### config.mk
export PLATFORM = sky130hd
export DESIGN_NAME = cacc_assembly_ctrl_gen_flat
export DESIGN_NICKNAME = d
export VERILOG_FILES = /design/src/rtl/cacc_asm_pkg.sv /design/src/rtl/cacc_assembly_ctrl_gen_if.sv /design/src/rtl/cacc_asm_delay_line.sv /design/src/rtl/cacc_assembly_ctrl_gen.sv /design/src/flat_wrapper.sv
export SDC_FILE = /design/constraint.sdc
export NUM_CORES = 1
export LEC_CHECK = 0
export CAP_MARGIN = 30
export CORE_MARGIN = 4
export CORE_UTILIZATION = 49
export DETAILED_ROUTE_END_ITERATION = 6
export PLACE_DENSITY_LB_ADDON = 0.08
export SETUP_SLACK_MARGIN = 0.05
export SLEW_MARGIN = 0
export SYNTH_ARGS = -nofsm -noshare
export SYNTH_HDL_FRONTEND = slang
export SYNTH_SLANG_ARGS = --single-unit
### constraint.sdc
create_clock -name nvdla_core_clk -period 4.2 [get_ports nvdla_core_clk]
set_clock_uncertainty 0.05 [all_clocks]
set_input_delay 0.63 -clock nvdla_core_clk [delete_from_list [all_inputs] [get_ports nvdla_core_clk]]
set_output_delay 0.63 -clock nvdla_core_clk [all_outputs]
set_load 0.02 [all_outputs]
### src/rtl/cacc_asm_pkg.sv
// Shared types and constants for the CACC assembly controller.
// Tag bit positions and packet layout live here so the top and bench agree.
package cacc_asm_pkg;

    typedef enum logic [1:0] {
        ST_IDLE  = 2'd0,
        ST_RUN   = 2'd1,
        ST_DRAIN = 2'd2
    } asm_state_t;

    localparam int TAG_W           = 9;
    localparam int TAG_STRIPE_ST   = 5;
    localparam int TAG_STRIPE_END  = 6;
    localparam int TAG_CHANNEL_END = 7;
    localparam int TAG_LAYER_END   = 8;

    localparam logic [2:0] PD_RSVD = 3'b001;

    localparam logic [1:0] PREC_INT8  = 2'd0;
    localparam logic [1:0] PREC_INT16 = 2'd1;
    localparam logic [1:0] PREC_FP16  = 2'd2;

    localparam int SLCG_DLY = 3;

    function automatic int ctrl_pd_w(input int aw);
        return aw + 7;
    endfunction

    // int8 packs two elements per lane, wider formats use only the low one
    function automatic logic [1:0] in_en_mask(input logic [1:0] prec);
        case (prec)
            PREC_INT8:             return 2'b11;
            PREC_INT16, PREC_FP16: return 2'b01;
            default:               return 2'b01;
        endcase
    endfunction

endpackage

### src/rtl/cacc_assembly_ctrl_gen_if.sv
// MAC tag input and ABUF/accumulator control output bundle.
// The slave side is the assembly controller; the master side feeds MAC tags.
interface cacc_assembly_ctrl_gen_if #(
    parameter int ABUF_AW = 6,
    parameter int NUM_MAC = 2
);
    localparam int CTRL_PD_W = cacc_asm_pkg::ctrl_pd_w(ABUF_AW);

    logic [NUM_MAC-1:0]                  mac_pvld;
    logic [cacc_asm_pkg::TAG_W-1:0]      mac_pd;
    logic                                abuf_rd_en;
    logic [ABUF_AW-1:0]                  abuf_rd_addr;
    logic                                accu_ctrl_valid;
    logic                                accu_ctrl_ram_valid;
    logic [CTRL_PD_W-1:0]                accu_ctrl_pd;

    modport master (
        output mac_pvld, mac_pd,
        input  abuf_rd_en, abuf_rd_addr, accu_ctrl_valid, accu_ctrl_ram_valid, accu_ctrl_pd
    );

    modport slave (
        input  mac_pvld, mac_pd,
        output abuf_rd_en, abuf_rd_addr, accu_ctrl_valid, accu_ctrl_ram_valid, accu_ctrl_pd
    );
endinterface

### src/rtl/cacc_asm_delay_line.sv
// Fixed-depth valid/data shift line; data stages only load behind a set valid.
// Used for ABUF read-latency alignment and for the clock-gate enable delay.
module cacc_asm_delay_line #(
    parameter int WIDTH = 8,
    parameter int DEPTH = 1
) (
    input  logic             clk,
    input  logic             rst,
    input  logic             vld_in,
    input  logic [WIDTH-1:0] data_in,
    output logic             vld_out,
    output logic [WIDTH-1:0] data_out
);
    logic [DEPTH-1:0] vld_q;
    logic [WIDTH-1:0] data_q [DEPTH];

    always_ff @(posedge clk) begin
        if (rst) begin
            vld_q <= '0;
            for (int i = 0; i < DEPTH; i++) data_q[i] <= '0;
        end else begin
            vld_q[0] <= vld_in;
            if (vld_in) data_q[0] <= data_in;
            for (int i = 1; i < DEPTH; i++) begin
                vld_q[i] <= vld_q[i-1];
                if (vld_q[i-1]) data_q[i] <= data_q[i-1];
            end
        end
    end

    assign vld_out  = vld_q[DEPTH-1];
    assign data_out = data_q[DEPTH-1];
endmodule

### src/rtl/cacc_assembly_ctrl_gen.sv
// CACC assembly controller: registers MAC tags, drives ABUF reads and emits
// the accumulator control packet aligned to the ABUF read latency.
//
//   state    | meaning
//   ST_IDLE  | waiting for reg2dp_op_en; tags are ignored and flagged
//   ST_RUN   | layer active; tags advance the address counter and emit packets
//   ST_DRAIN | layer_end seen; waiting for dp2reg_done, tags silently dropped
module cacc_assembly_ctrl_gen
    import cacc_asm_pkg::*;
#(
    parameter int ABUF_AW     = 6,
    parameter int NUM_MAC     = 2,
    parameter int ABUF_RD_LAT = 1,
    parameter int TRUNC_W     = 5
) (
    input  logic                 nvdla_core_clk,
    input  logic                 nvdla_core_rst,
    input  logic                 reg2dp_op_en,
    input  logic                 reg2dp_conv_mode,
    input  logic [1:0]           reg2dp_proc_precision,
    input  logic [TRUNC_W-1:0]   reg2dp_clip_truncate,
    input  logic                 dp2reg_done,
    cacc_assembly_ctrl_gen_if.slave bus,
    output logic                 cfg_is_wg,
    output logic [TRUNC_W-1:0]   cfg_truncate,
    output logic [1:0]           cfg_in_en_mask,
    output logic                 wait_for_op_en,
    output logic                 slcg_cell_en,
    output logic                 err_pvld_mismatch,
    output logic                 err_addr_ovf,
    output logic                 err_unexp_vld
);
    localparam int CTRL_PD_W = ctrl_pd_w(ABUF_AW);
    localparam logic [ABUF_AW-1:0] CNT_MAX = '1;

    asm_state_t state, state_nxt;

    logic                 in_vld;
    logic                 in_stripe_end, in_channel_end, in_layer_end;
    logic [ABUF_AW-1:0]   accu_cnt;
    logic                 channel_st;
    logic                 pvld_any, pvld_all, layer_st, run_vld;
    logic [CTRL_PD_W-1:0] pkt_pd;
    logic                 line_vld;
    logic [CTRL_PD_W:0]   line_data;
    logic                 slcg_vld, slcg_data;
    logic                 unused_pd;

    assign pvld_any  = |bus.mac_pvld;
    assign pvld_all  = &bus.mac_pvld;
    assign layer_st  = (state == ST_IDLE) & reg2dp_op_en;
    assign run_vld   = in_vld & (state == ST_RUN);
    assign unused_pd = ^bus.mac_pd[TAG_STRIPE_ST:0];

    always_ff @(posedge nvdla_core_clk) begin
        if (nvdla_core_rst) state <= ST_IDLE;
        else                state <= state_nxt;
    end

    // abort on dp2reg_done wins over a layer_end arriving in the same cycle
    always_comb begin
        state_nxt = state;
        unique case (state)
            ST_IDLE:  if (reg2dp_op_en) state_nxt = ST_RUN;
            ST_RUN: begin
                if (dp2reg_done)                 state_nxt = ST_IDLE;
                else if (in_vld && in_layer_end) state_nxt = ST_DRAIN;
            end
            ST_DRAIN: if (dp2reg_done) state_nxt = ST_IDLE;
            default:  state_nxt = ST_IDLE;
        endcase
    end

    always_ff @(posedge nvdla_core_clk) begin
        if (nvdla_core_rst) begin
            in_vld            <= 1'b0;
            in_stripe_end     <= 1'b0;
            in_channel_end    <= 1'b0;
            in_layer_end      <= 1'b0;
            accu_cnt          <= '0;
            channel_st        <= 1'b1;
            cfg_is_wg         <= 1'b0;
            cfg_truncate      <= '0;
            cfg_in_en_mask    <= 2'b00;
            wait_for_op_en    <= 1'b1;
            err_pvld_mismatch <= 1'b0;
            err_addr_ovf      <= 1'b0;
            err_unexp_vld     <= 1'b0;
        end else begin
            in_vld         <= pvld_any;
            wait_for_op_en <= (state_nxt == ST_IDLE);
            if (pvld_any) begin
                in_stripe_end  <= bus.mac_pd[TAG_STRIPE_END];
                in_channel_end <= bus.mac_pd[TAG_CHANNEL_END];
                in_layer_end   <= bus.mac_pd[TAG_LAYER_END];
            end
            if (pvld_any && !pvld_all)        err_pvld_mismatch <= 1'b1;
            if (in_vld && state == ST_IDLE)   err_unexp_vld     <= 1'b1;
            // stripe_end restart takes precedence over saturation
            if (run_vld) begin
                if (in_stripe_end) begin
                    accu_cnt   <= '0;
                    channel_st <= in_channel_end;
                end else if (accu_cnt == CNT_MAX) begin
                    err_addr_ovf <= 1'b1;
                end else begin
                    accu_cnt <= accu_cnt + ABUF_AW'(1);
                end
            end
            if (layer_st) begin
                cfg_is_wg         <= reg2dp_conv_mode;
                cfg_truncate      <= reg2dp_clip_truncate;
                cfg_in_en_mask    <= in_en_mask(reg2dp_proc_precision);
                err_pvld_mismatch <= 1'b0;
                err_addr_ovf      <= 1'b0;
                err_unexp_vld     <= 1'b0;
                accu_cnt          <= '0;
                channel_st        <= 1'b1;
            end
        end
    end

    assign bus.abuf_rd_en   = run_vld & ~channel_st;
    assign bus.abuf_rd_addr = accu_cnt;
    assign pkt_pd = {in_channel_end, in_layer_end, in_channel_end, in_stripe_end, PD_RSVD, accu_cnt};

    cacc_asm_delay_line #(.WIDTH(CTRL_PD_W + 1), .DEPTH(ABUF_RD_LAT)) u_align (
        .clk      (nvdla_core_clk),
        .rst      (nvdla_core_rst),
        .vld_in   (run_vld),
        .data_in  ({bus.abuf_rd_en, pkt_pd}),
        .vld_out  (line_vld),
        .data_out (line_data)
    );

    assign bus.accu_ctrl_valid     = line_vld;
    assign bus.accu_ctrl_ram_valid = line_vld & line_data[CTRL_PD_W];
    assign bus.accu_ctrl_pd        = line_data[CTRL_PD_W-1:0];

    cacc_asm_delay_line #(.WIDTH(1), .DEPTH(SLCG_DLY)) u_slcg (
        .clk      (nvdla_core_clk),
        .rst      (nvdla_core_rst),
        .vld_in   (reg2dp_op_en),
        .data_in  (reg2dp_op_en),
        .vld_out  (slcg_vld),
        .data_out (slcg_data)
    );

    assign slcg_cell_en = slcg_vld & slcg_data;
endmodule

### src/flat_wrapper.sv
// flat-port wrapper written by rule: the top's interface ports become plain ports
module cacc_assembly_ctrl_gen_flat import cacc_asm_pkg::*;
#(
    parameter int ABUF_AW     = 6,
    parameter int NUM_MAC     = 2,
    parameter int ABUF_RD_LAT = 1,
    parameter int TRUNC_W     = 5
)
  (nvdla_core_clk, nvdla_core_rst, reg2dp_op_en, reg2dp_conv_mode, reg2dp_proc_precision, reg2dp_clip_truncate, dp2reg_done, cfg_is_wg, cfg_truncate, cfg_in_en_mask, wait_for_op_en, slcg_cell_en, err_pvld_mismatch, err_addr_ovf, err_unexp_vld, bus_mac_pvld, bus_mac_pd, bus_abuf_rd_en, bus_abuf_rd_addr, bus_accu_ctrl_valid, bus_accu_ctrl_ram_valid, bus_accu_ctrl_pd);
  cacc_assembly_ctrl_gen_if #(.ABUF_AW(ABUF_AW), .NUM_MAC(NUM_MAC)) bus_i ();
  input  logic nvdla_core_clk;
  input  logic nvdla_core_rst;
  input  logic reg2dp_op_en;
  input  logic reg2dp_conv_mode;
  input  logic [1:0] reg2dp_proc_precision;
  input  logic [TRUNC_W-1:0] reg2dp_clip_truncate;
  input  logic dp2reg_done;
  output logic cfg_is_wg;
  output logic [TRUNC_W-1:0] cfg_truncate;
  output logic [1:0] cfg_in_en_mask;
  output logic wait_for_op_en;
  output logic slcg_cell_en;
  output logic err_pvld_mismatch;
  output logic err_addr_ovf;
  output logic err_unexp_vld;
  input wire logic [$bits(bus_i.mac_pvld)-1:0] bus_mac_pvld;
  input wire logic [$bits(bus_i.mac_pd)-1:0] bus_mac_pd;
  output wire logic [$bits(bus_i.abuf_rd_en)-1:0] bus_abuf_rd_en;
  output wire logic [$bits(bus_i.abuf_rd_addr)-1:0] bus_abuf_rd_addr;
  output wire logic [$bits(bus_i.accu_ctrl_valid)-1:0] bus_accu_ctrl_valid;
  output wire logic [$bits(bus_i.accu_ctrl_ram_valid)-1:0] bus_accu_ctrl_ram_valid;
  output wire logic [$bits(bus_i.accu_ctrl_pd)-1:0] bus_accu_ctrl_pd;
  assign bus_i.mac_pvld = bus_mac_pvld;
  assign bus_i.mac_pd = bus_mac_pd;
  assign bus_abuf_rd_en = bus_i.abuf_rd_en;
  assign bus_abuf_rd_addr = bus_i.abuf_rd_addr;
  assign bus_accu_ctrl_valid = bus_i.accu_ctrl_valid;
  assign bus_accu_ctrl_ram_valid = bus_i.accu_ctrl_ram_valid;
  assign bus_accu_ctrl_pd = bus_i.accu_ctrl_pd;
  cacc_assembly_ctrl_gen #(.ABUF_AW(ABUF_AW), .NUM_MAC(NUM_MAC), .ABUF_RD_LAT(ABUF_RD_LAT), .TRUNC_W(TRUNC_W)) u_core (.nvdla_core_clk(nvdla_core_clk), .nvdla_core_rst(nvdla_core_rst), .reg2dp_op_en(reg2dp_op_en), .reg2dp_conv_mode(reg2dp_conv_mode), .reg2dp_proc_precision(reg2dp_proc_precision), .reg2dp_clip_truncate(reg2dp_clip_truncate), .dp2reg_done(dp2reg_done), .bus(bus_i), .cfg_is_wg(cfg_is_wg), .cfg_truncate(cfg_truncate), .cfg_in_en_mask(cfg_in_en_mask), .wait_for_op_en(wait_for_op_en), .slcg_cell_en(slcg_cell_en), .err_pvld_mismatch(err_pvld_mismatch), .err_addr_ovf(err_addr_ovf), .err_unexp_vld(err_unexp_vld));
endmodule
==> flow_summary.json <==
{
  "ys_seq_area_frac": 0.554,
  "ctsLongestPathBuffers": 2,
  "critPathLaunchType": "flip-flop",
  "clk_pin_slew_worst_paths_ns": 0.07,
  "fill_cells": 276,
  "routed_wl_microns": 3200,
  "cts-buffers-inserted": 5,
  "synth_edf_count": 14,
  "synthDistinctLibCells": 35,
  "fp.dieW_microns": 68.7,
  "grt_start_max_net_pins": 31,
  "grt_util_all_layers": 0.152,
  "hold_depth": 2,
  "hold_viol": 0,
  "port_buffers": 49,
  "fmax_mhz": 392,
  "grt_pass1_vias": 1219,
  "critical_path_required_ns": 3.52,
  "drive_gt1_frac": 0.0737,
  "worst_pin_slew_ns": 0.933,
  "slew_viol_final": 0,
  "tns_ns": 0,
  "cts_hold_buf": 0,
  "chipHeight_microns": 68.7,
  "grt_pass1_wl_microns": 5330,
  "clkLatencyLatePin_ns": 0.28,
  "gp_congestion": 0.797,
  "route.detailed.drc": 0,
  "die_area_sq_um": 4730,
  "p_leak_nw": 0.871,
  "rows": 21,
  "via_count": 1296,
  "cp-end-kind": "primary output",
  "syn_avg_cell_area_sq_um": 10.1,
  "coreArea_sq_um": 3440,
  "reg2reg_slack_ns": 2.55,
  "path_cells": "nand3b_1 -> nor2_1 -> clkdlybuf4s50_1",
  "cp_slowest_stage_delay_ns": 0.62,
  "p_total_mw": 0.861,
  "status": "finished, final reports clean",
  "route.antenna.remaining_nets": 0,
  "overflow": 0,
  "cts_sinks": 43,
  "setup-violations-final": 0,
  "yosys_warnings": 0,
  "synth-main-ff-cell": "dfxtp_1",
  "slowest_stage": "clkdlybuf4s50_1",
  "finalNetCount": 241,
  "path_buf_inv": 1,
  "cp_top_family": "buffers and inverters",
  "min_from": "u_core.cfg_truncate[0]$_SDFFE_PP0P_",
  "max_cap_viol_count": 0,
  "min_to": "u_core.cfg_truncate[0]$_SDFFE_PP0P_",
  "worstSetupPathType": "flip-flop to primary output",
  "hold_class": "flip-flop to flip-flop",
  "synth-seq-cells": 43,
  "timing.final.crit_share": 0.608,
  "crit_path_start": "u_core.state[0]$_SDFF_PP0_",
  "routed_via_density": 4.93,
  "syn_to_final_growth_pct": 28.9,
  "cts_tree": "built",
  "floorplan.initialDensity": 0.525,
  "pre_cts_ws_ns": 1.57,
  "cp.arrival_ns": 1.87,
  "cts_resized": 0,
  "finalWorstSetupSlack_ns": 1.65,
  "dpl.hpwl_microns": 2370,
  "maxSlewHeadroom": 0.376,
  "syn-cell-area_sq_um": 1810,
  "htreeDepth": 2,
  "synthCells": 179,
  "reg2reg_from": "u_core.bus.abuf_rd_addr[0]$_SDFFE_PP0P_",
  "reg2reg_to": "u_core.bus.abuf_rd_addr[3]$_SDFFE_PP0P_",
  "n_antenna_cell": 0,
  "ioPinCount": 58,
  "mostFrequentLayoutCell": "clkdlybuf4s50_1",
  "drt-pass1-iter-count": 4,
  "final_cell_mix": "clkdlybuf4s50_1, dfxtp_1, nor2_1",
  "crit_path_max_fanout": 9,
  "cts_setup_buffers": 0,
  "power_density_nw_per_um2": 370,
  "cts_root_buf": "clkbuf_8",
  "drt_iter0_markers": 31,
  "post_drt_wl_per_cell_microns": 12.2,
  "antenna_found_initial": 0,
  "synthArstFlopShare": 0,
  "min_period_ns": 2.55,
  "rsz0062_at_grt": "no",
  "max-vdd-ir-drop_mv": 0.199,
  "r2r_cells": 5
}
==> area by class of cell <==
type                    count  area [sq um]  area share
repair buffers             49           490       0.211
inverters                   3          11.3     0.00483
clock buffers               7          76.3      0.0328
well taps                  46          57.6      0.0247
clock inverters             1          30.0      0.0129
flip-flops and latches     43          1000       0.430
multi-input cells         114           663       0.285
==> synthesized netlist by cell type, types with 3 or more instances <==
master | number | area share
nor3_1 | 8 | 0.022
a21oi_1 | 14 | 0.039
edfxtp_1 | 14 | 0.23
nor2_1 | 20 | 0.042
nand2_1 | 16 | 0.033
nor2b_1 | 6 | 0.021
nand3_1 | 3 | 0.0083
and2_1 | 12 | 0.042
mux2i_1 | 5 | 0.028
clkbuf_1 | 4 | 0.0083
dfxtp_1 | 29 | 0.32
inv_1 | 3 | 0.0062
buf_4 | 14 | 0.058
or2_2 | 4 | 0.014
==> report_power, final <==
group / switching [mW] / internal, mW
registers: 0.0116 / 0.449
clock network: 0.123 / 0.178
logic: 0.0506 / 0.0491
==> worst min-delay path, cell delays in order (launching register included) <==
cell and delay (ns):
dfxtp_1 0.31, nand2_1 0.05, a21oi_1 0.05
==> worst max-delay path by stage <==
| stage | to | slack (ns) | cells past startpoint |
|---|---|---|---|
| 6_report | bus_abuf_rd_en | 1.65 | 3 |
| 5_1_grt | bus_abuf_rd_en | 1.51 | 3 |
| 4_1_cts | bus_abuf_rd_en | 1.64 | 3 |
| 3_5_place_dp | u_core.u_align.data_q[0][2]$_SDFFCE_PN0P_ | 1.57 | 2 |
| 3_3_place_gp | u_core.u_align.data_q[0][0]$_SDFFCE_PN0P_ | 1.58 | 2 |
| 2_1_floorplan | u_core.u_align.data_q[0][0]$_SDFFCE_PN0P_ | 2.28 | 3 |
==> through the flow <==
stage               utilization  instance area [sq um]  hold WS, ns  instances
floorplan                     -                   1810        0.403        180
global route              0.677                   2330        0.436        263
finish                    0.677                   2330        0.411        263
CTS                       0.677                   2330        0.416        263
global placement          0.646                   2220        0.388        255
detailed placement        0.646                   2220        0.405        255
==> registers in the layout, summed over array words and instances, names as in the netlist <==
name / flops
u_core.err_pvld_mismatch: 1
u_core.u_align.data_q: 11
u_core.u_slcg.data_q: 3
u_core.wait_for_op_en: 1
u_core.in_layer_end: 1
u_core.in_channel_end: 1
u_core.u_slcg.vld_q: 3
u_core.err_unexp_vld: 1
u_core.u_align.vld_out: 1
u_core.in_vld: 1
u_core.state: 2
u_core.bus.abuf_rd_addr: 6
u_core.cfg_truncate: 5
u_core.in_stripe_end: 1
u_core.err_addr_ovf: 1
u_core.channel_st: 1
u_core.cfg_is_wg: 1
u_core.cfg_in_en_mask: 2
==> per-layer routing <==
| metal | GRT usage | wire length [microns] | vias up | part of all wire |
|---|---|---|---|---|
| li1 | - | - | 664 | - |
| met3 | 0.0551 | 239 | 5 | 0.075 |
| met4 | 0.0633 | 34 | 0 | 0.011 |
| met5 | 0 | 0 | - | 0 |
| met1 | 0.186 | 1430 | 583 | 0.45 |
| met2 | 0.242 | 1490 | 44 | 0.47 |
==> cells by family (layout without fill, tap and decap cells) <==
| kind of cell | count (synthesis) | count (layout) | synth area share |
|---|---|---|---|
| other | 1 | 2 | 0.00207 |
| DFF | 43 | 43 | 0.554 |
| muxes | 5 | 5 | 0.0277 |
| xor gates and xnor gates | 1 | 1 | 0.00485 |
| adders and majority gates | 2 | 2 | 0.0138 |
| AOI/OAI and AO/OA | 24 | 24 | 0.0824 |
| buffers and inverters | 23 | 60 | 0.0817 |
| and+or+nand+nor | 80 | 80 | 0.234 |
No activity file was read; power rests on OpenSTA's default activity.
